==> config.mk <==
export PLATFORM = sky130hd
export DESIGN_NAME = uart_rx
export DESIGN_NICKNAME = d
export VERILOG_FILES = /design/src/rtl/uart_pkg.sv /design/src/rtl/uart_rx_tick.sv /design/src/rtl/uart_rx.sv
export SDC_FILE = /design/constraint.sdc
export NUM_CORES = 1
export LEC_CHECK = 0
export ABC_AREA = 1
export ABC_CLOCK_PERIOD_IN_PS = 1430
export CAP_MARGIN = 20
export CORE_UTILIZATION = 49
export DETAILED_ROUTE_END_ITERATION = 10
export PLACE_DENSITY = 0.72
export SKIP_CTS_REPAIR_TIMING = 1
export SYNTH_ARGS = -nofsm -noshare
export SYNTH_HDL_FRONTEND = slang
export SYNTH_SLANG_ARGS = --single-unit
==> constraint.sdc <==
create_clock -name clk_i -period 1.43 [get_ports clk_i]
set_input_delay 0.143 -clock clk_i [delete_from_list [all_inputs] [get_ports clk_i]]
set_output_delay 0.143 -clock clk_i [all_outputs]
set_load 0.1 [all_outputs]
==> src/rtl/uart_pkg.sv <==
// Shared UART constants: receiver state encodings, oversampling ratio,
// mid-bit sample index, data width and the baud divisor helper.
package uart_pkg;

   localparam int UART_DW         = 8;
   localparam int UART_OVERSAMPLE = 16;
   localparam int UART_MIDSAMPLE  = 7;

   typedef enum logic [2:0] {
      UART_RX_IDLE   = 3'd0,
      UART_RX_START  = 3'd1,
      UART_RX_DATA   = 3'd2,
      UART_RX_PARITY = 3'd3,
      UART_RX_STOP   = 3'd4,
      UART_RX_BREAK  = 3'd5
   } uart_rx_state_e;

   // Clocks per oversample tick, rounded to nearest.
   function automatic int uart_div(input int clk_hz, input int baud);
      return (clk_hz + 8 * baud) / (16 * baud);
   endfunction

endpackage

==> src/rtl/uart_rx_tick.sv <==
// Oversample tick generator: counts 0..DIV-1, pulses tick_o at DIV-1.
// Ports: clk_i, rst_ni (sync, active-low), clr_i (hold at 0), tick_o.
module uart_rx_tick #(
   parameter int DIV = 4
) (
   input  logic clk_i,
   input  logic rst_ni,
   input  logic clr_i,
   output logic tick_o
);

   localparam int CW = (DIV > 1) ? $clog2(DIV) : 1;
   localparam logic [CW-1:0] TOP = CW'(DIV - 1);

   logic [CW-1:0] cnt_q, cnt_d;

   always_comb begin
      cnt_d = cnt_q + 1'b1;
      if (clr_i || cnt_q == TOP) begin
         cnt_d = '0;
      end
   end

   always_ff @(posedge clk_i) begin
      if (!rst_ni) begin
         cnt_q <= '0;
      end else begin
         cnt_q <= cnt_d;
      end
   end

   assign tick_o = (cnt_q == TOP);

endmodule

==> src/rtl/uart_rx.sv <==
// UART receiver, 16x oversampled, 8N1 (8E1 with UART_RX_PARITY_EN),
// hold-until-read byte buffer with frame/parity/overrun flags.
// Ports: clk_i, sys_rst_n (sync, active-low), uart_rxd (async line),
//   uartRen (read strobe), uartRData, rx_valid, rx_busy, frame_err,
//   parity_err, overrun.
// Requires uart_div(CLK_FREQ, BAUD) >= 2.
module uart_rx
   import uart_pkg::*;
#(
   parameter int CLK_FREQ = 50_000_000,
   parameter int BAUD     = 115200
) (
   input  logic               clk_i,
   input  logic               sys_rst_n,
   input  logic               uart_rxd,
   input  logic               uartRen,
   output logic [UART_DW-1:0] uartRData,
   output logic               rx_valid,
   output logic               rx_busy,
   output logic               frame_err,
   output logic               parity_err,
   output logic               overrun
);

   localparam int DIV = uart_div(CLK_FREQ, BAUD);
   localparam logic [3:0] MID  = 4'(UART_MIDSAMPLE);
   localparam logic [3:0] LAST = 4'(UART_OVERSAMPLE - 1);
   localparam logic [2:0] BLST = 3'(UART_DW - 1);

   uart_rx_state_e state_q, state_d;

   logic rxd_meta_q, rxd_s_q;
   logic [3:0] scnt_q;
   logic [2:0] bcnt_q;
   logic [UART_DW-1:0] shift_q;
   logic [UART_DW-1:0] data_q;
   logic valid_q, ferr_q, ovr_q;

   logic tick, tick_clr;
   logic mid_hit, bit_hit;
   logic to_data, do_shift, do_stop;

   // Two-flop synchroniser; idles high so reset never looks like a start.
   always_ff @(posedge clk_i) begin
      if (!sys_rst_n) begin
         rxd_meta_q <= 1'b1;
         rxd_s_q    <= 1'b1;
      end else begin
         rxd_meta_q <= uart_rxd;
         rxd_s_q    <= rxd_meta_q;
      end
   end

   uart_rx_tick #(
      .DIV (DIV)
   ) u_tick (
      .clk_i  (clk_i),
      .rst_ni (sys_rst_n),
      .clr_i  (tick_clr),
      .tick_o (tick)
   );

   // State register
   always_ff @(posedge clk_i) begin
      if (!sys_rst_n) begin
         state_q <= UART_RX_IDLE;
      end else begin
         state_q <= state_d;
      end
   end

   // Next-state logic
   always_comb begin
      state_d = state_q;
      case (state_q)
         UART_RX_IDLE: begin
            if (!rxd_s_q) state_d = UART_RX_START;
         end
         UART_RX_START: begin
            if (mid_hit) begin
               state_d = rxd_s_q ? UART_RX_IDLE : UART_RX_DATA;
            end
         end
         UART_RX_DATA: begin
            if (do_shift && bcnt_q == BLST) begin
`ifdef UART_RX_PARITY_EN
               state_d = UART_RX_PARITY;
`else
               state_d = UART_RX_STOP;
`endif
            end
         end
`ifdef UART_RX_PARITY_EN
         UART_RX_PARITY: begin
            if (bit_hit) state_d = UART_RX_STOP;
         end
`endif
         UART_RX_STOP: begin
            if (bit_hit) begin
               state_d = rxd_s_q ? UART_RX_IDLE : UART_RX_BREAK;
            end
         end
         UART_RX_BREAK: begin
            if (rxd_s_q) state_d = UART_RX_IDLE;
         end
         default: state_d = UART_RX_IDLE;
      endcase
   end

   // Output / strobe logic
   always_comb begin
      rx_busy  = (state_q != UART_RX_IDLE);
      tick_clr = 1'b0;
      mid_hit  = tick && (scnt_q == MID);
      bit_hit  = tick && (scnt_q == LAST);
      to_data  = 1'b0;
      do_shift = 1'b0;
      do_stop  = 1'b0;
      case (state_q)
         UART_RX_IDLE:  tick_clr = 1'b1;
         UART_RX_START: to_data  = mid_hit && !rxd_s_q;
         UART_RX_DATA:  do_shift = bit_hit;
         UART_RX_STOP:  do_stop  = bit_hit;
         default: ;
      endcase
   end

   // Sample and bit counters; scnt wraps every 16 ticks by width.
   always_ff @(posedge clk_i) begin
      if (!sys_rst_n) begin
         scnt_q <= '0;
         bcnt_q <= '0;
      end else begin
         if (tick_clr || to_data) begin
            scnt_q <= '0;
         end else if (tick) begin
            scnt_q <= scnt_q + 4'd1;
         end
         if (tick_clr) begin
            bcnt_q <= '0;
         end else if (do_shift) begin
            bcnt_q <= bcnt_q + 3'd1;
         end
      end
   end

   always_ff @(posedge clk_i) begin
      if (!sys_rst_n) begin
         shift_q <= '0;
      end else if (do_shift) begin
         shift_q <= {rxd_s_q, shift_q[UART_DW-1:1]};
      end
   end

`ifdef UART_RX_PARITY_EN
   logic do_par;
   logic pbad_q, perr_q;

   assign do_par = (state_q == UART_RX_PARITY) && bit_hit;

   // Even parity: the parity bit equals the XOR of the data bits.
   always_ff @(posedge clk_i) begin
      if (!sys_rst_n) begin
         pbad_q <= 1'b0;
      end else if (do_par) begin
         pbad_q <= rxd_s_q ^ (^shift_q);
      end
   end

   always_ff @(posedge clk_i) begin
      if (!sys_rst_n) begin
         perr_q <= 1'b0;
      end else if (do_stop) begin
         perr_q <= pbad_q;
      end else if (uartRen && valid_q) begin
         perr_q <= 1'b0;
      end
   end

   assign parity_err = perr_q;
`else
   assign parity_err = 1'b0;
`endif

   // Holding buffer. A completing byte beats a same-cycle read, and the
   // read then only suppresses the overrun it would otherwise cause.
   always_ff @(posedge clk_i) begin
      if (!sys_rst_n) begin
         data_q  <= '0;
         valid_q <= 1'b0;
         ferr_q  <= 1'b0;
         ovr_q   <= 1'b0;
      end else if (do_stop) begin
         data_q  <= shift_q;
         valid_q <= 1'b1;
         ferr_q  <= !rxd_s_q;
         ovr_q   <= valid_q && !uartRen;
      end else if (uartRen && valid_q) begin
         valid_q <= 1'b0;
         ferr_q  <= 1'b0;
         ovr_q   <= 1'b0;
      end
   end

   assign uartRData = data_q;
   assign rx_valid  = valid_q;
   assign frame_err = ferr_q;
   assign overrun   = ovr_q;

endmodule

# Word-level counts from Yosys, hierarchy flattened

Index checks and enable logic that the tools add are counted.

$add $sub $neg: 3
Multipliers: 0
Div/mod/pow operators: 0
$lt $le $gt $ge: 0
Equality and inequality tests: 13
Shift operators: 0
Muxes and demuxes: 16
Bitwise logic cells: 1
Reductions and logical operators: 17

Operator list:

| kind                                                            | number |
|---|---|
| 3-bit two-way mux                                               | 6 |
| 3-bit one-hot mux with 5 select lines                           | 1 |
| 2-bit != test, second input constant                            | 5 |
| 3-bit == test, second input constant                            | 3 |
| 1-bit two-way mux                                               | 8 |
| 1-bit logical AND                                               | 6 |
| 2-bit OR reduction                                              | 3 |
| 5-bit by 1-bit adder with 5-bit output, second input constant   | 1 |
| 5-bit == test, second input constant                            | 1 |
| 5-bit AND reduction                                             | 1 |
| 4-bit by 1-bit adder with 4-bit output, second input constant   | 1 |
| 4-bit by 3-bit == test with 1-bit output, second input constant | 1 |
| 4-bit == test, second input constant                            | 1 |
| 3-bit by 1-bit adder with 3-bit output, second input constant   | 1 |
| 3-bit by 1-bit == test with 1-bit output, second input constant | 1 |
| 3-bit by 2-bit == test with 1-bit output, second input constant | 1 |
| 3-bit logical NOT                                               | 1 |
| 3-bit nonzero test                                              | 1 |
| 1-bit logical NOT                                               | 2 |
| 1-bit logical OR                                                | 2 |
| 2-bit two-way mux                                               | 1 |
| 2-bit nonzero test                                              | 1 |
| 1-bit NOT                                                       | 1 |

Flip-flop bits (word level): 36
Bits in latches: 0
Memory bits (writable): 0
ROM bits: 0
Bits of input ports: 4
Output and inout bits: 13
Word-level logic and storage cells: 61
Memories kept: 0

# Longest topological paths before layout

Depth in word-level cells: 6
Mapped depth: 11
Depth with buffers taken out: 11

# By module

Synthesis repeated with hierarchy kept, for this count alone.

Cell total of the unflattened synthesis: 215
Area total of the unflattened synthesis: 1596.5 um2

Modules (own cells, without submodules):

| module       | times used | cells each | area an instance (um2) | sequential area each (um2) |
|---|---|---|---|---|
| uart_rx      | 1          | 182        | 1343.8                 | 620.6 |
| uart_rx_tick | 1          | 33         | 252.7                  | 100.1 |

# Worst setup path before layout

No wires, ideal clock.

Kind: reg-to-reg
Start: register state_q[1]
End: register scnt_q[2]
Library setup time: 129 ps
Arrival time: 1670 ps
Data required time: 1301 ps
Setup slack: -369 ps
Cell stages (with the launch flop): 7
Path buffers: 0
Period minus slack after synthesis: 1799 ps
Cell sequence: dfxtp_1 -> nor2_1 -> nand2_1 -> nand2_1 -> inv_1 -> o21ai_0 -> nor2_1

Longest elaborated chain between the ends: 4
Elaborated cells on any way between the ends: 6
Those cells by class: 1 x eq/ne; 2 x mux; 3 x reduce/logical

Ends and longest elaborated chain:

| element                                                                              | line           | text |
|---|---|---|
| start, declared                                                                      | uart_rx.sv:30  | `uart_rx_state_e state_q, state_d;` |
| start signal, assigned                                                               | uart_rx.sv:68  | `state_q <= state_d;` |
| 3-bit by 1-bit == test with 1-bit output / 3-bit logical NOT (equally long branches) | uart_rx.sv:119 | `case (state_q)` |
| 1-bit two-way mux                                                                    | uart_rx.sv:119 |  |
| 1-bit logical OR (*)                                                                 | uart_rx.sv:134 | `if (tick_clr \|\| to_data) begin` |
| 2-bit OR reduction (no source line) (*)                                              | --             |  |
| end signal, assigned                                                                 | uart_rx.sv:137 | `scnt_q <= scnt_q + 4'd1;` |
| end, declared                                                                        | uart_rx.sv:33  | `logic [3:0] scnt_q;` |

Mark *: on every way between the ends. The rest lies on a longest branch, timed or not.
A chain may end at the register's enable or synchronous reset.

# Worst setup path in the final report

Start: register scnt_q[1]
End: register bcnt_q[0]

Longest elaborated chain between the ends: 3

Ends and longest elaborated chain:

| element              | line           | text |
|---|---|---|
| 4-bit == test        | uart_rx.sv:115 | `bit_hit = tick && (scnt_q == LAST);` |
| 1-bit logical AND    | uart_rx.sv:115 |  |
| 1-bit two-way mux    | uart_rx.sv:119 |  |
| end signal, assigned | uart_rx.sv:142 | `bcnt_q <= bcnt_q + 3'd1;` |
| end, declared        | uart_rx.sv:34  | `logic [2:0] bcnt_q;` |

No other way between the ends.

==> run summary <==
The run finished, with violations left. The final reports fail on negative setup slack. The worst slack at placement came out at 0.00120 ns.

After synthesis, the largest area contributor takes up 46.7% of total cell area. The layout net count is 237. The starting density of the core came out at 51.0%. The violation count after the first detailed-route iteration came out at 66. The aggregate negative setup slack came out at -0.0162 ns.

The post-route antenna net violation count is 0. The clock tree buffer depth is 2. The number of global-route vias before repair is 1235. Setup violations remaining at the end of the flow were counted as 3. The final clock skew is 0.00809 ns.

The source of the worst hold timing path is uart_rxd. In this run the critical register-to-register path is launched from scnt_q[1]$_SDFFE_PP0N_. The critical path in this run is classified as flip-flop to flip-flop. The fraction of final layout cells with drive strength greater than 1 is 31.4%. The critical path starts at scnt_q[1]$_SDFFE_PP0N_. The count of final hold-check violations is 0. The post-synthesis cell count came out at 199. The delay contributed by the slowest stage of the critical path is 0.38 ns. The post-route minimum period came out at 1.44 ns. The peak supply drop is 573 uV. TritonCTS built the clock tree. The largest net degree at the start of global routing is 17.

The filler cell count in the final layout is 221. The final route contains 1339 vias. The detailed placer's ending HPWL came out at 2.21 mm. The post-detailed-route DRC marker count came out at 0. The CTS H-tree depth came out at 2.

The post-synthesis sequential area ratio is 46.7%. The via density per instance is 4.90. The number of pins with negative max-slew slack in the final report is 0. The number of flops mapped to enable cells by yosys is 0. 17 I/O pins were placed.

The clock latency on the worst-skew pair came out at 0.34 ns. dfxtp_1 takes more of the synthesized area than any other cell. The number of clock sinks came out at 36. Yosys instantiated no cell more often than nor2_1. The overall power came out at 2.67 mW.

The first-pass iteration count of the detailed router came out at 4. The first global-routing pass estimated 5.04 mm of wire. The upper clock frequency limit is 694 MHz. The largest individual stage delay along the critical path comes from the cell dfxtp_2. The total number of placement rows is 20. The count of inserted antenna diode cells came out at 0. The total of max-cap violations is 0. The register-to-register setup slack came out at -0.01 ns. The mapped netlist covers 1540 um^2. The die covers 3380 um^2. The number of cells on the worst reg-to-reg path came out at 8. The reg-to-reg critical path endpoint is bcnt_q[0]$_SDFFE_PP0P_. The cell sitting at the root of the clock tree is a clkbuf_4. The top flip-flop cell by instance count after synthesis is dfxtp_1. Yosys mapped the design onto 26 distinct sky130hd cell types. The worst setup path is captured at a flip-flop. At the end of routability-driven placement, the weighted congestion stood at 0.842. In the finished design, the share of the clock period the worst path needs comes to 101%.

The post-synthesis net count is 208. The worst setup path is launched from a flip-flop. Compared with the post-synthesis result, the final layout area differs by 39.7%. The worst setup slack after layout came out at -0.0111 ns. The overall fraction of global-route tracks in use came out at 19.6%. The tightest min-delay check is of the input port to flip-flop type. Counting the buffers created by CTS gives 5. The proportion of register bits with asynchronous set or reset after synthesis came out at 0%. The horizontal die dimension came out at 58.1 um.

The CTS clock-pin slew for the worst setup and hold paths is 0.11 ns. Cells fill 71.2% of the core in the end. Counting instances in the post-synthesis netlist gives the leading cell types as nor2_1 (46), dfxtp_1 (36), nand2_1 (25). The wire length per cell after detailed routing came out at 12.0 um. The data arrival time of the worst path came out at 1.72 ns. By area the synthesized netlist is led by dfxtp_1 (47%), nor2_1 (11%), o21ai_0 (6.8%), nand2_1 (6.1%), inv_1 (4.1%). The static power due to leakage came out at 1.01 nW. The power density of the placed cells is 1240 nW/um^2.

The floorplan core area came out at 3030 um^2. The count of non-filler cells in the finished layout came out at 273. The data required time at the worst endpoint came out at 1.71 ns. The maximum fanout count along the critical path came out at 11. The overall overflow remaining after global route came out at 0. Setup repair after global routing could not meet its margin everywhere.

The number of cells traversed by the worst hold path came out at 2. The final wirelength is 3.27 mm. The number of port buffers came out at 15. The initial antenna violation count is 0. For hold timing, the worst endpoint is rxd_meta_q$_SDFF_PN1_. The total of flip-flops plus latches after synthesis is 36. Walking the worst path, the cells encountered are ha_4 -> nand2_4 -> nor2_4 -> nand2_4 -> nor2_4 -> inv_4 -> or2_0 -> a21oi_1. The Yosys step of the flow raised 0 warnings. The average instance area after synthesis is 7.76 um^2. The count of placed standard cells including taps is 260. The chip height is 58.1 um.
## flip-flops by register name, indices dropped and copies added (netlist names)
| register | count |
|---|---|
| bcnt_q | 3 |
| frame_err | 1 |
| overrun | 1 |
| rx_valid | 1 |
| rxd_meta_q | 1 |
| rxd_s_q | 1 |
| scnt_q | 4 |
| shift_q | 8 |
| state_q | 3 |
| u_tick.cnt_q | 5 |
| uartRData | 8 |
## cells by family after synthesis
group | share of synthesized area [%]
buffers and inverters | 7.13
AO/OA/AOI/OAI | 10.5
other | 0.243
AND/OR/NAND/NOR | 29.2
flip-flops | 46.7
XOR/XNOR | 2.27
adder cells (fa/ha/maj) | 4.05
## metal layers
metal  GRT usage [%]  part of all wire, %  up-vias
li1                -                    -      683
met1            22.5                   43      611
met2            33.2                   51       37
met3            7.59                  5.0        8
met4            6.80                  1.2        0
met5               0                    0        -
## metrics by stage
stage	hold WS [ns]	area [um^2]
floorplan	0.250	1550
global placement	0.395	1900
detailed placement	0.398	1900
CTS	0.350	1980
global route	0.335	2160
finish	0.358	2160
## cell type report
type                    count  area (um^2)  area share [%]
multi-input cells         137          830            38.5
well taps                  44         55.1            2.55
repair buffers             28          385            17.9
inverters                  20         80.1            3.71
clock inverters             3         42.5            1.97
flip-flops and latches     36          727            33.7
clock buffers               5         37.5            1.74
## report_power, final
group          internal [mW]  switching (mW)  total (mW)
logic                  0.296           0.558       0.854
clock network          0.364           0.340       0.704
registers               1.05          0.0602        1.11
total                   1.71           0.958        2.67
## worst max-delay path, delay by kind of cell, from the launching register on
kind / cells / cell delay, ns
AND/OR/NAND/NOR: 5 / 0.65
flip-flops: 1 / 0.38
adder cells (fa/ha/maj): 1 / 0.15
AO/OA/AOI/OAI: 1 / 0.12
buffers and inverters: 1 / 0.08
## worst max path at each step
stage | to | slack (ns) | cells past startpoint
2_1_floorplan | scnt_q[2]$_SDFFE_PP0N_ | 0.02 | 6
3_3_place_gp | overrun$_SDFFE_PN0P_ | 0.03 | 11
3_5_place_dp | uartRData[5]$_SDFFE_PN0P_ | 0.001 | 9
5_1_grt | frame_err$_SDFFE_PN0P_ | -0.10 | 10
6_report | bcnt_q[0]$_SDFFE_PP0P_ | -0.01 | 8
4_1_cts | rx_busy | -0.04 | 3
## cell usage in the layout (no fill, tap or decap), types with 2 or more instances in the layout
cell,instances
ha_1,3
nand2_2,2
nand4_1,4
nand3_2,4
inv_1,16
clkbuf_4,5
a21oi_1,5
buf_6,2
nand2_4,5
buf_4,9
dfxtp_1,31
or2_2,3
o21ai_1,2
dfxtp_2,5
inv_4,2
o21ai_0,16
clkdlybuf4s50_1,3
ha_4,2
nand3_1,4
nor2_4,4
a21oi_2,3
xor2_1,3
inv_2,2
nand2_1,22
o21ai_2,3
nor2_1,44
buf_12,13
No activity file was read; power rests on OpenSTA's default activity.
